==> config.mk <==
export PLATFORM = sky130hd
export DESIGN_NAME = pmod_traffic_monitor
export DESIGN_NICKNAME = d
export VERILOG_FILES = /design/src/rtl/pmod_traffic_monitor.sv
export SDC_FILE = /design/constraint.sdc
export NUM_CORES = 1
export LEC_CHECK = 0
export BUFFER_PORTS_ARGS = -buffer_cell sky130_fd_sc_hd__buf_2
export CORE_MARGIN = 5
export CORE_UTILIZATION = 54
export CTS_CLUSTER_SIZE = 16
export DETAILED_ROUTE_END_ITERATION = 12
export PLACE_DENSITY = 0.73
export SYNTH_ARGS = -nofsm -noshare
export SYNTH_HDL_FRONTEND = slang
export SYNTH_SLANG_ARGS = --single-unit
==> constraint.sdc <==
create_clock -name clk -period 2.1 [get_ports clk]
set_input_delay 0.315 -clock clk [delete_from_list [all_inputs] [get_ports clk]]
set_output_delay 0.315 -clock clk [all_outputs]
set_load 0.03 [all_outputs]
==> src/rtl/pmod_traffic_monitor.sv <==
// Monitor for a remote intersection controller's PMOD lamp bus: synchronise, debounce,
// track the remote link/run state, flag illegal or conflicting lamps, time phases, detect a stuck controller.
module pmod_traffic_monitor #(
    parameter int unsigned STABLE_CYCLES  = 16,
    parameter int unsigned TIMEOUT_CYCLES = 1000000000,
    parameter int unsigned LEN_W          = 32
) (
    input  logic             clk,
    input  logic             rstn,
    input  logic             rx_rstn,
    input  logic             rx_start,
    input  logic [3:0]       rx_car_0,
    input  logic [1:0]       rx_walk_0,
    input  logic [3:0]       rx_car_1,
    input  logic [1:0]       rx_walk_1,
    input  logic             fault_clr,
    output logic [3:0]       car_0_q,
    output logic [3:0]       car_1_q,
    output logic [1:0]       walk_0_q,
    output logic [1:0]       walk_1_q,
    output logic             link_up,
    output logic             running,
    output logic             change_strobe,
    output logic [LEN_W-1:0] phase_len,
    output logic             fault,
    output logic [2:0]       fault_code
);

    localparam int unsigned VEC_W  = 14;
    localparam int unsigned LAMP_W = 12;
    localparam int unsigned DB_W   = (STABLE_CYCLES > 2) ? $clog2(STABLE_CYCLES - 1) : 1;
    localparam int unsigned TMO_W  = (TIMEOUT_CYCLES > 1) ? $clog2(TIMEOUT_CYCLES) : 1;
    localparam logic [DB_W-1:0]  DB_LAST  = DB_W'(STABLE_CYCLES - 2);
    localparam logic [TMO_W-1:0] TMO_LAST = TMO_W'(TIMEOUT_CYCLES - 1);

    typedef enum logic [1:0] {S_IDLE, S_WAIT_START, S_RUN, S_FAULT} state_t;

    state_t             r_state;
    state_t             w_next;
    logic [VEC_W-1:0]   r_sync1, r_sync2, r_last, r_q;
    logic [DB_W-1:0]    r_db_cnt;
    logic [LEN_W-1:0]   r_run_cnt, r_phase_len;
    logic [TMO_W-1:0]   r_tmo;
    logic               r_strobe, r_link_up, r_running, r_fault;
    logic [2:0]         r_fault_code;

    logic [VEC_W-1:0]   w_vec;
    logic               w_accept, w_lamp_chg, w_stuck, w_strobe, w_run_entry;
    logic               w_rx_rstn_q, w_rx_start_q, w_proc0, w_proc1;
    logic [3:0]         w_car0, w_car1;
    logic [1:0]         w_walk0, w_walk1;
    logic [2:0]         w_code;
    logic [LEN_W-1:0]   w_run_inc;

    function automatic logic car_ok(input logic [3:0] c);
        return (c == 4'b1000) || (c == 4'b0100) || (c == 4'b0001) || (c == 4'b1010);
    endfunction

    assign w_vec = {rx_rstn, rx_start, rx_car_1, rx_walk_1, rx_car_0, rx_walk_0};

    // r_db_cnt counts consecutive equal samples; accept once the window reaches STABLE_CYCLES
    assign w_accept   = (r_sync2 == r_last) && (r_db_cnt == DB_LAST);
    assign w_lamp_chg = w_accept && (r_sync2[LAMP_W-1:0] != r_q[LAMP_W-1:0]);

    always_ff @(posedge clk or negedge rstn) begin
        if (!rstn) begin
            r_sync1  <= '0;
            r_sync2  <= '0;
            r_last   <= '0;
            r_db_cnt <= '0;
            r_q      <= '0;
        end else begin
            r_sync1 <= w_vec;
            r_sync2 <= r_sync1;
            r_last  <= r_sync2;
            if (r_sync2 != r_last) begin
                r_db_cnt <= '0;
            end else if (r_db_cnt != DB_LAST) begin
                r_db_cnt <= r_db_cnt + DB_W'(1);
            end
            if (w_accept) begin
                r_q <= r_sync2;
            end
        end
    end

    assign w_rx_rstn_q  = r_q[13];
    assign w_rx_start_q = r_q[12];
    assign w_car1       = r_q[11:8];
    assign w_walk1      = r_q[7:6];
    assign w_car0       = r_q[5:2];
    assign w_walk0      = r_q[1:0];
    assign w_proc0      = w_car0[0] | w_car0[1];
    assign w_proc1      = w_car1[0] | w_car1[1];
    assign w_stuck      = (r_tmo == TMO_LAST) && !w_lamp_chg;

    // Later assignments override earlier ones, so the lowest code wins
    always_comb begin
        w_code = 3'd0;
        if (w_stuck) w_code = 3'd5;
        if ((w_walk0[0] && w_proc1) || (w_walk1[0] && w_proc0)) w_code = 3'd4;
        if (w_proc0 && w_proc1) w_code = 3'd3;
        if ((w_walk0 == 2'b11) || (w_walk1 == 2'b11)) w_code = 3'd2;
        if (!car_ok(w_car0) || !car_ok(w_car1)) w_code = 3'd1;
    end

    always_comb begin
        w_next   = r_state;
        w_strobe = 1'b0;
        case (r_state)
            S_IDLE: begin
                if (w_rx_rstn_q) w_next = S_WAIT_START;
            end
            S_WAIT_START: begin
                if (!w_rx_rstn_q)      w_next = S_IDLE;
                else if (w_rx_start_q) w_next = S_RUN;
            end
            S_RUN: begin
                if (w_code != 3'd0)     w_next = S_FAULT;
                else if (!w_rx_rstn_q)  w_next = S_IDLE;
                else if (!w_rx_start_q) w_next = S_WAIT_START;
            end
            S_FAULT: begin
                if (fault_clr) w_next = S_IDLE;
            end
            default: w_next = S_IDLE;
        endcase
        w_strobe = (r_state == S_RUN) && w_lamp_chg && ((w_next == S_RUN) || (w_next == S_FAULT));
    end

    assign w_run_entry = (w_next == S_RUN) && (r_state != S_RUN);

    always_ff @(posedge clk or negedge rstn) begin
        if (!rstn) begin
            r_state      <= S_IDLE;
            r_link_up    <= 1'b0;
            r_running    <= 1'b0;
            r_fault      <= 1'b0;
            r_fault_code <= 3'd0;
        end else begin
            r_state      <= w_next;
            r_link_up    <= (w_next != S_IDLE);
            r_running    <= (w_next == S_RUN);
            r_fault      <= (w_next == S_FAULT);
            r_fault_code <= (w_next == S_FAULT) ? ((r_state == S_FAULT) ? r_fault_code : w_code) : 3'd0;
        end
    end

    assign w_run_inc = (r_run_cnt == {LEN_W{1'b1}}) ? r_run_cnt : r_run_cnt + LEN_W'(1);

    // Phase counter and stuck timer both restart on RUN entry and on every accepted lamp change
    always_ff @(posedge clk or negedge rstn) begin
        if (!rstn) begin
            r_run_cnt   <= '0;
            r_tmo       <= '0;
            r_phase_len <= '0;
            r_strobe    <= 1'b0;
        end else begin
            r_strobe <= w_strobe;
            if (w_run_entry) begin
                r_run_cnt <= '0;
                r_tmo     <= '0;
            end else if (r_state == S_RUN) begin
                if (w_lamp_chg) begin
                    r_run_cnt <= '0;
                    r_tmo     <= '0;
                end else begin
                    r_run_cnt <= w_run_inc;
                    r_tmo     <= r_tmo + TMO_W'(1);
                end
            end
            if (w_strobe) begin
                r_phase_len <= w_run_inc;
            end
        end
    end

    assign car_0_q       = r_q[5:2];
    assign car_1_q       = r_q[11:8];
    assign walk_0_q      = r_q[1:0];
    assign walk_1_q      = r_q[7:6];
    assign link_up       = r_link_up;
    assign running       = r_running;
    assign change_strobe = r_strobe;
    assign phase_len     = r_phase_len;
    assign fault         = r_fault;
    assign fault_code    = r_fault_code;

endmodule
==> results.py <==
metrics = {
    "outcome": {
        "status": "finished, violations left",
        "violations": "negative setup slack",
    },
    "yosys": {
        "synth_top_family_by_area": "simple AND/OR/NAND/NOR gates",
        "synth.most_common_cell": "dfrtp_1",
        "synthesis.instances": 739,
        "synthSimpleGateAreaFrac_pct": 17.3,
        "synthMuxAreaShare_pct": 7.34,
        "yosys.area.top_type": "dfrtp_1",
        "ys_ff_latch": 163,
        "synth_async_sr_flop_share_pct": 100,
        "synth_compound_area_share_pct": 12.4,
        "synthesis.nets": 760,
        "yosysWarnings": 0,
        "yosysTopAreaCellShare_pct": 51.8,
        "syn_area_um2": 7870,
        "synth-xor-area-share_pct": 6.79,
        "synth_enable_flop_cells": 0,
        "synth_area_leaders": "dfrtp_1, mux2_2, a31oi_1",
        "yosysUniqueCellTypes": 58,
        "synth_top_cells_by_count": "dfrtp_1, nand2_1, a31oi_1, nand3_1, a21oi_1",
        "avgSynthCellArea_um2": 10.7,
        "synth-main-ff-cell": "dfrtp_1",
        "synth_fa_ha_area_share_pct": 0.636,
        "synth_seq_area_share_pct": 51.8,
    },
    "timing": {
        "rsz0062_at_grt": "yes",
        "period_needed_ns": 2.31,
        "finalSetupViolCount": 109,
        "tightestPinTransition_ns": 0.564,
        "worst_slack_ns": -0.210,
        "slew_headroom_pct": 62.2,
        "timing.final.max_slew_violations": 0,
        "setup_tns_ns": -14.34,
        "hold_slack_ns": 0.195,
        "finalHoldViolCount": 0,
        "fmax_ghz": 0.433,
        "period_share_pct": 110,
        "skew_ns": 0.0109,
    },
    "pwr": {
        "powerDensity_nw_per_um2": 607,
        "switching_share_pct": 24.7,
        "pwr-share-comb_pct": 2.7,
        "p_int_mw": 4.83,
        "seq_power_share_pct": 50.1,
        "p_clk_share_pct": 47.2,
        "switchingPower_mw": 1.59,
        "p_leak_nw": 5.08,
        "vdd_drop_max_mv": 0.621,
    },
    "global_route": {
        "grt_max_degree": 60,
        "antenna_found_initial": 0,
        "grt_pass1_wl_um": 34400,
        "grt_usage_pct": 25.6,
        "globalRouteOverflowTotal": 0,
        "grt_pass1_vias": 6886,
    },
    "detailed_routing": {
        "viasPerCell": 6.01,
        "antenna_left": 0,
        "drt_iter0_markers": 626,
        "wl_um": 21500,
        "vias": 6790,
        "drc": 0,
        "firstDrtPassIters": 8,
        "avgRoutedWirePerCell_um": 19.0,
    },
    "final_layout": {
        "fill_cells": 935,
        "nets": 954,
        "multiInputGateArea_um2": 3880,
        "antenna_cells": 0,
        "final_cells": 1130,
        "drive_gt1_share_pct": 37.1,
        "seqCellArea_um2": 4090,
        "utilization_pct": 73.2,
        "syn2layout_area_growth_pct": 34.1,
    },
    "place": {
        "globalplace.congestion": 0.902,
        "dp_cells": 1049,
        "hpwl_um": 12800,
        "numPortBuffers": 67,
    },
    "clocking": {
        "cts_root_buf": "clkbuf_16",
        "clock_sink_count": 163,
        "cts_tree": "done",
        "htreeDepth": 4,
        "clkSlewWorstSetupHoldPaths_ns": 0.07,
        "clock_path_buffers": 2,
        "clock_latency_ns": 0.44,
        "cts_buffers": 17,
    },
    "worst_hold_path": {
        "hold_path_class": "primary input to register",
    },
    "die": {
        "core_region_area_um2": 14400,
        "die-area_um2": 17100,
        "ios": 68,
        "die_h_um": 131,
        "die_x_um": 131,
        "rows": 44,
        "start_util_pct": 54.6,
    },
    "critical_path": {
        "worstPathMaxFanout": 16,
        "worstSetupEndpointType": "register",
        "cp-start-kind": "register",
        "crit_arrival_ns": 2.63,
        "required_ns": 2.42,
        "critPathKind": "register to register",
    },
    "job": {
        "drv_cap": 0,
    },
}
==> flip-flops by register name, indices dropped and copies added, names as in the netlist <==
signal,cells
r_tmo,30
change_strobe,1
fault,1
running,1
link_up,1
r_q,14
r_db_cnt,4
r_sync2,14
r_state,2
r_run_cnt,32
r_sync1,14
fault_code,3
phase_len,32
r_last,14
==> through the flow <==
step / setup WS [ns] / total power [mW] / cell area (µm²)
5_1_grt: -0.320 / 6.60 / 10600
3_3_place_gp: -0.105 / 3.40 / 9070
4_1_cts: -0.114 / 6.40 / 10200
6_report: -0.210 / 6.41 / 10600
2_1_floorplan: 0.00304 / 3.30 / 7880
3_5_place_dp: -0.172 / 3.40 / 9070
==> critical path, cell delays in order (launching register included) <==
cell,delay [ns]
dfrtp_1,0.43
xor2_1,0.20
nor4_1,0.34
nand3_1,0.24
nor2b_2,0.24
nand3b_4,0.20
buf_16,0.19
mux2_2,0.34
==> layer usage <==
| metal | vias up | GRT usage, % | share of wire (%) |
|---|---|---|---|
| li1 | 3082 | - | - |
| met1 | 3354 | 31.8 | 40 |
| met2 | 283 | 42.8 | 51 |
| met3 | 71 | 5.69 | 5.8 |
| met4 | 0 | 11.6 | 3.0 |
| met5 | - | 0 | 0 |
==> power groups by stage <==
stage               logic [mW]  clock network (mW)  registers (mW)
floorplan               0.0351                   0            3.26
global placement         0.130                   0            3.27
detailed placement       0.134                   0            3.27
CTS                      0.164                3.03            3.21
global route             0.194                3.19            3.21
finish                   0.173                3.03            3.21
==> layout by cell type (no fill, tap or decap), types with 7 or more instances in the layout <==
| cell | Yosys | routed |
|---|---|---|
| buf_4 | 13 | 118 |
| xor2_1 | 29 | 28 |
| nor3_1 | 12 | 7 |
| nand3_1 | 40 | 37 |
| a21oi_1 | 35 | 23 |
| mux2_1 | 15 | 14 |
| a31oi_1 | 48 | 45 |
| nand2_1 | 74 | 71 |
| a21oi_2 | 0 | 11 |
| buf_12 | 0 | 7 |
| o21ai_0 | 30 | 12 |
| nand4_1 | 16 | 16 |
| clkbuf_16 | 0 | 18 |
| inv_1 | 14 | 13 |
| and3_1 | 17 | 16 |
| dfrtp_2 | 0 | 8 |
| o21ai_1 | 1 | 14 |
| dlygate4sd3_1 | 0 | 15 |
| mux2_2 | 31 | 31 |
| nand2b_1 | 11 | 9 |
| dfrtp_1 | 163 | 155 |
| buf_2 | 18 | 66 |
| xnor2_1 | 32 | 28 |
| nor2_1 | 27 | 26 |
==> cell families after synthesis <==
logic type | after synthesis
AO/OA/AOI/OAI | 152
adder cells (fa/ha/maj) | 4
buffers and inverters | 59
flip-flops | 163
XOR/XNOR | 61
AND/OR/NAND/NOR | 248
multiplexers | 52
==> cell type report <==
cell class                      count  area share [%]
Sequential cell                   163            38.7
Multi-Input combinational cell    518            36.8
Timing Repair Buffer              219            16.5
Clock buffer                       18            4.07
Tap cell                          184            2.18
Clock inverter                     14            1.24
Inverter                           14           0.533
==> repair_timing <==
item | 4_1_cts | 5_1_grt
buffers inserted | 18 | 12
endpoints found under the hold margin | 61 | 0
hold buffers | 15 | 0
resized for setup | 48 | 58
pin swaps | 24 | 29
setup endpoints to repair | 98 | 116
cloned | 5 | 1
==> path summary, 6_finish.rpt <==
check	start	to	slack [ns]	depth (start not counted)
max in group asynchronous	rstn	r_q[8]$_DFFE_PN0P_	1.01	3
setup / recovery	r_sync2[9]$_DFF_PN0_	phase_len[28]$_DFFE_PN0P_	-0.21	7
hold reg to reg	r_sync1[7]$_DFF_PN0_	r_sync2[7]$_DFF_PN0_	0.35	0
setup reg to reg	r_sync2[9]$_DFF_PN0_	phase_len[28]$_DFFE_PN0P_	-0.21	7
min in group asynchronous	rstn	fault$_DFF_PN0_	0.39	2
hold / removal	fault_clr	fault_code[2]$_DFFE_PN0P_	0.19	3
No activity file was read; power rests on OpenSTA's default activity.
